===== src/rtl/logic2048_move_ctrl.sv =====
// 2048 move controller. The FSM merges the board one line per cycle
// through a single line merger, spawns a random tile, then re-evaluates the
// win and game-over flags. Cells are 4-bit exponents; i = row*4 + col.

module logic2048SingleLine (
    input  logic [3:0][3:0] line_in,
    output logic [3:0][3:0] line_out
);
    logic [4:0][3:0] packed_line;
    logic [2:0]      fill;
    logic [2:0]      wr;
    logic            skip;

    // Compact nonzero tiles toward x0, then merge each equal adjacent pair once.
    always_comb begin
        packed_line = '0;
        fill        = '0;
        for (int i = 0; i < 4; i++) begin
            if (line_in[i] != 4'd0) begin
                packed_line[fill] = line_in[i];
                fill              = fill + 3'd1;
            end
        end
        line_out = '0;
        wr       = '0;
        skip     = 1'b0;
        // packed_line[4] is always zero, so the last slot never pairs up.
        for (int i = 0; i < 4; i++) begin
            if (skip) begin
                skip = 1'b0;
            end else if (packed_line[i] != 4'd0) begin
                if (packed_line[i] == packed_line[i+1]) begin
                    line_out[wr[1:0]] = packed_line[i] + 4'd1;
                    skip              = 1'b1;
                end else begin
                    line_out[wr[1:0]] = packed_line[i];
                end
                wr = wr + 3'd1;
            end
        end
    end
endmodule

module logic2048_move_ctrl #(
    parameter int          WIN_EXP   = 11,
    parameter logic [15:0] LFSR_SEED = 16'hACE1
) (
    input  logic        clk,
    input  logic        rst_n,
    input  logic        cmd_valid,
    input  logic [1:0]  cmd_dir,
    output logic        cmd_ready,
    input  logic        new_game,
    input  logic        load_valid,
    input  logic [63:0] load_board,
    output logic [63:0] board,
    output logic        busy,
    output logic        done,
    output logic        moved,
    output logic        win,
    output logic        game_over
);
    localparam logic [3:0] WIN_V = 4'(WIN_EXP);

    typedef enum logic [2:0] {IDLE, MERGE, SPAWN, CHECK, DONE} state_t;

    state_t           state;
    logic [15:0][3:0] cells;
    logic [15:0]      lfsr;
    logic [1:0]       dir_q;
    logic [1:0]       line_cnt;
    logic [3:0]       scan_ptr;
    logic [3:0]       scan_cnt;
    logic             spawn_left;
    logic             moved_q;
    logic             win_q;
    logic             over_q;
    logic             done_q;

    logic [3:0][3:0]  line_idx;
    logic [3:0][3:0]  line_in;
    logic [3:0][3:0]  line_out;
    logic             line_diff;
    logic             any_empty;
    logic             any_pair;
    logic             any_win;
    logic             spawn_hit;
    logic             spawn_end;
    logic [3:0]       spawn_val;

    // Map (direction, line, position) to a cell index {row, col}; x0 is the
    // edge the tiles slide toward.
    function automatic logic [3:0] cell_idx(input logic [1:0] d,
                                            input logic [1:0] ln,
                                            input logic [1:0] pos);
        case (d)
            2'd0:    return {ln, pos};
            2'd1:    return {ln, ~pos};
            2'd2:    return {pos, ln};
            default: return {~pos, ln};
        endcase
    endfunction

    logic2048SingleLine u_line (
        .line_in  (line_in),
        .line_out (line_out)
    );

    // Gather the current line and board-wide status used by MERGE/SPAWN/CHECK.
    always_comb begin
        for (int k = 0; k < 4; k++) begin
            line_idx[k] = cell_idx(dir_q, line_cnt, 2'(k));
            line_in[k]  = cells[line_idx[k]];
        end
        line_diff = (line_out != line_in);
        any_empty = 1'b0;
        any_pair  = 1'b0;
        any_win   = 1'b0;
        for (int i = 0; i < 16; i++) begin
            if (cells[i] == 4'd0)  any_empty = 1'b1;
            if (cells[i] >= WIN_V) any_win   = 1'b1;
        end
        for (int i = 0; i < 15; i++) begin
            if (((i & 3) != 3) && (cells[i] == cells[i+1])) any_pair = 1'b1;
        end
        for (int i = 0; i < 12; i++) begin
            if (cells[i] == cells[i+4]) any_pair = 1'b1;
        end
        spawn_hit = (cells[scan_ptr] == 4'd0);
        spawn_end = spawn_hit || (scan_cnt == 4'd15);
        spawn_val = (lfsr[7:4] == 4'd0) ? 4'd2 : 4'd1;
    end

    // Free-running Galois LFSR; advances every cycle, including IDLE.
    always_ff @(posedge clk or negedge rst_n) begin
        if (!rst_n) lfsr <= LFSR_SEED;
        else        lfsr <= {1'b0, lfsr[15:1]} ^ (lfsr[0] ? 16'hB400 : 16'h0000);
    end

    // Main FSM together with the board datapath and status flags.
    always_ff @(posedge clk or negedge rst_n) begin
        if (!rst_n) begin
            state      <= IDLE;
            cells      <= '0;
            dir_q      <= '0;
            line_cnt   <= '0;
            scan_ptr   <= '0;
            scan_cnt   <= '0;
            spawn_left <= 1'b0;
            moved_q    <= 1'b0;
            win_q      <= 1'b0;
            over_q     <= 1'b0;
            done_q     <= 1'b0;
        end else begin
            done_q <= 1'b0;
            case (state)
                IDLE: begin
                    if (load_valid) begin
                        cells   <= load_board;
                        moved_q <= 1'b0;
                        win_q   <= 1'b0;
                        state   <= CHECK;
                    end else if (new_game) begin
                        cells      <= '0;
                        moved_q    <= 1'b0;
                        win_q      <= 1'b0;
                        spawn_left <= 1'b1;
                        scan_ptr   <= lfsr[3:0];
                        scan_cnt   <= '0;
                        state      <= SPAWN;
                    end else if (cmd_valid) begin
                        dir_q    <= cmd_dir;
                        line_cnt <= '0;
                        moved_q  <= 1'b0;
                        state    <= MERGE;
                    end
                end
                MERGE: begin
                    for (int k = 0; k < 4; k++) cells[line_idx[k]] <= line_out[k];
                    if (line_diff) moved_q <= 1'b1;
                    line_cnt <= line_cnt + 2'd1;
                    if (line_cnt == 2'd3) begin
                        spawn_left <= 1'b0;
                        scan_ptr   <= lfsr[3:0];
                        scan_cnt   <= '0;
                        state      <= (moved_q || line_diff) ? SPAWN : CHECK;
                    end
                end
                SPAWN: begin
                    if (spawn_hit) cells[scan_ptr] <= spawn_val;
                    if (spawn_end) begin
                        // new_game places a second tile from a fresh scan start.
                        if (spawn_left) begin
                            spawn_left <= 1'b0;
                            scan_ptr   <= lfsr[3:0];
                            scan_cnt   <= '0;
                        end else begin
                            state <= CHECK;
                        end
                    end else begin
                        scan_ptr <= scan_ptr + 4'd1;
                        scan_cnt <= scan_cnt + 4'd1;
                    end
                end
                CHECK: begin
                    over_q <= !any_empty && !any_pair;
                    win_q  <= win_q | any_win;
                    done_q <= 1'b1;
                    state  <= DONE;
                end
                DONE:    state <= IDLE;
                default: state <= IDLE;
            endcase
        end
    end

    assign board     = cells;
    assign cmd_ready = (state == IDLE);
    assign busy      = (state != IDLE);
    assign done      = done_q;
    assign moved     = moved_q;
    assign win       = win_q;
    assign game_over = over_q;
endmodule


===== config.mk =====
export PLATFORM = sky130hd
export DESIGN_NAME = logic2048_move_ctrl
export DESIGN_NICKNAME = d
export VERILOG_FILES = /design/src/rtl/logic2048_move_ctrl.sv
export SDC_FILE = /design/constraint.sdc
export NUM_CORES = 1
export LEC_CHECK = 0
export BUFFER_PORTS_ARGS = -buffer_cell sky130_fd_sc_hd__buf_2
export CELL_PAD_IN_SITES_DETAIL_PLACEMENT = 1
export CELL_PAD_IN_SITES_GLOBAL_PLACEMENT = 1
export CORE_ASPECT_RATIO = 1.2
export CORE_MARGIN = 2
export CORE_UTILIZATION = 41
export CTS_CLUSTER_DIAMETER = 100
export DETAILED_ROUTE_END_ITERATION = 7
export PLACE_DENSITY = 0.81
export SYNTH_ARGS = -nofsm -noshare
export SYNTH_HDL_FRONTEND = slang
export SYNTH_SLANG_ARGS = --single-unit
export TNS_END_PERCENT = 30

===== constraint.sdc =====
create_clock -name clk -period 7 [get_ports clk]
set_clock_uncertainty 0.15 [all_clocks]
set_input_delay 0 -clock clk [delete_from_list [all_inputs] [get_ports clk]]
set_output_delay 0 -clock clk [all_outputs]
set_load 0.02 [all_outputs]

==> summary.md <==
| Metric | Value |
|---|---|
| CTS root buf | clkbuf_16 |
| Critical Path Max Stage Delay | 1.09 ns |
| Crit-path most repeated cell | buf_4 |
| CTS tree | done |
| CP max stage cell | o311ai_1 |
| Buf+Inv Stages, Crit Path | 6 |
| Post-DP HPWL | 69200 µm |
| Critical path origin | line_cnt[0] |
| Post-synth top cells | 175 x nand2_1, 150 x a21oi_1, 139 x o21ai_0, 134 x clkbuf_1, 123 x nor2_1 |
| Worst rel slew slack | -8.69% |
| Worst-Margin Slew | 1.62 ns |
| Global-route wire length before repair | 136000 µm |
| DR vias/cell | 7.32 |
| PortBufs | 140 |
| Starting DRT DRC Count | 2682 |
| GR Overflow Total | 0 |
| Violated checks | capacitance limit, slew limit, setup timing |
| Global-route usage over all layers | 50.4% |
| Top_reg_cell synth | dfrtp_1 |
| Number of synthesized flops with an enable pin | 0 |
| Clk buf depth | 2 |
| FMAX | 0.141 GHz |
| Critical Path AT | 7.26 ns |
| Slew Limit Fails | 2 |
| Max Cap Violations | 1 |
| Yosys warning total | 0 |
| Row cnt | 74 |
| Outcome | finished, violations left |
| CTS buffer count | 9 |
| Top cells by area, synth | dfrtp_1 16%, xor2_1 6.3%, mux2i_1 6.3%, a21oi_1 5.3%, o21ai_0 4.9% |
| Netlist cell types | 116 |
| Worst Slack Setup Final | -0.0948 ns |
| Final core utilization | 53.9% |
| Seq/Total Area, Yosys | 17.7% |
| Crit. End Element | flip-flop |
| CP Depth | 22 |
| Req. time, crit path | 7.16 ns |
| Per-cell routed wire length | 35.1 µm |
| Vias | 19800 |
| Largest net degree at the start of global routing | 63 |
| Sink Count | 100 |
| CTS H-tree lvls | 3 |
| Top-area cell type share of the netlist area | 16.2% |
| DRC Markers | 0 |
| Syn Area/Cell | 7.42 µm² |
| Vias in the first global route | 20200 |
| Fin nets | 2334 |
| CP startpoint kind | flip-flop |
| Cell Area, Synth | 14200 µm² |
| Endpoints failing hold | 0 |
| Post-synth net total | 2007 |
| Critical path type | flip-flop to flip-flop |
| # setup viols final | 11 |
| Die area | 36200 µm² |
| Crit-path cells | buf_12 -> or3b_4 -> a21o_1 -> a221o_1 -> a32oi_2 -> nand3_2 -> buf_4 -> buf_4 -> nand2_1 -> a221oi_1 -> o311ai_1 -> nor2_1 -> a2111oi_4 -> o2bb2ai_4 -> buf_4 -> mux2i_2 -> buf_4 -> mux2i_1 -> buf_4 -> a21oi_1 -> o21ai_0 -> a21oi_1 |
| Die height | 208 µm |
| Minimum hold slack | 0.0649 ns |
| Period utilisation layout | 101% |
| RePlAce Congestion | 1.03 |
| Cell taking the most area after synthesis | dfrtp_1 |
| Fraction of layout cells with a size suffix above 1 | 27.0% |
| Hold path depth | 5 |
| Antenna violations before repair | 1 |
| Final min period | 7.09 ns |
| Min-delay src | cmd_valid |
| CP Max Fanout | 16 |
| Die Width | 174 µm |
| Top-level I/O count | 141 |
| FF+latch count, synth | 100 |
| Initial Util | 41.7% |
| Cells on worst reg2reg path | 22 |
| Family with the most delay on the worst path | compound AO/OA/AOI/OAI gates |
| RSZ-0062 raised after global routing | yes |
| Clock-pin slew on the worst setup and hold paths | 0.10 ns |
| Area grow syn2layout | 29.2% |
| Clk_lat worst skew | 0.39 ns |
| Share of flip-flops with an asynchronous set or reset | 100% |
| Count leader, synth | nand2_1 |
| Core area | 34100 µm² |
| Drt pass-1 iters | 6 |
| Post-route ant nets | 0 |
| Drt total wl | 94900 µm |
| Hold Crit Class | primary input to flip-flop |
| Synth Instances | 1916 |
| Reg2Reg Launch Point | line_cnt[0] |
## through the flow
step | setup slack [ns] | setup TNS, ns | cells | cell area, µm²
5_1_grt | -0.248 | -4.82 | 2704 | 18400
3_5_place_dp | -0.00737 | -0.00737 | 2597 | 16900
2_1_floorplan | 0.00534 | 0 | 1916 | 14300
3_3_place_gp | 0.0539 | 0 | 2597 | 16900
6_report | -0.0948 | -0.411 | 2705 | 18400
4_1_cts | 0.00291 | 0 | 2683 | 17900
## kinds of logic (layout without fill, tap and decap cells)
logic type | Yosys count | after routing | synth area share (%)
adders and majority gates | 20 | 20 | 1.76
and+or+nand+nor | 615 | 615 | 22.2
buffers and inverters | 243 | 575 | 7.41
DFF | 100 | 100 | 17.7
xor gates and xnor gates | 123 | 123 | 7.57
muxes | 117 | 117 | 8.93
AOI/OAI and AO/OA | 698 | 698 | 34.4
other | 0 | 1 | 0
## tightest hold or removal path, stage by stage
cell and delay, ns:
buf_2 0.09, nor2_1 0.09, a21oi_1 0.15, nor2_1 0.07, a211oi_2 0.18
## final cells by class
type / instances / area, µm²
Antenna cell: 1 / 2.50
Clock buffer: 9 / 225
Clock inverter: 7 / 80.1
Fill cell: 4267 / 15700
Inverter: 46 / 178
Multi-Input combinational cell: 1573 / 11000
Sequential cell: 100 / 2520
Tap cell: 456 / 571
Timing Repair Buffer: 513 / 3830
## timing repair
action | 4_1_cts | 5_1_grt
hold buffers | 70 | 0
pin swaps | 1 | 18
cloned | 0 | 1
resized for setup | 4 | 67
endpoints found under the hold margin | 105 | 0
setup buffers | 0 | 20
setup endpoints to repair | 4 | 66
## final timing paths
check,endpoint,slack [ns]
worst max-delay path,board[5],-0.09
worst min-delay path,state[0],0.06
worst max register to register,board[5],-0.09
worst min register to register,lfsr[11],0.21
max in group asynchronous,scan_ptr[0],4.61
min in group asynchronous,board[18],0.46
## state kept, by name, indices dropped and copies added (netlist names), 2 cells and up
name	count
lfsr	16
state	3
scan_cnt	4
board	64
scan_ptr	4
line_cnt	2
dir_q	2
## placed cells by master, fill, tap and decap left out, types with 21 or more instances in the layout
master and n:
mux2i_1 87, buf_2 139, inv_1 42, dlygate4sd3_1 70, a31oi_1 23, a21oi_1 143, nand3_1 51, xnor2_1 21
o21ai_0 130, nor4_1 54, nand2_1 174, o22ai_1 22, a22oi_1 51, dfrtp_1 88, a211oi_1 45, nand2b_1 25
o211ai_1 27, xor2_1 102, nor2_1 119, buf_4 286, nor3_1 32, nand4_1 27, and2_1 21
## per-layer routing
layer / up-vias / track usage [%] / routed length, µm / part of all wire, %
li1: 7904 / - / - / -
met1: 9524 / 52.9 / 30900 / 33
met2: 1664 / 80.6 / 42000 / 44
met3: 699 / 12.5 / 9660 / 10
met4: 0 / 51.3 / 12300 / 13
met5: - / 0 / 0 / 0
Power is not shown: default switching activity piles up to over one toggle a cycle in this logic, so the estimate is an artifact.
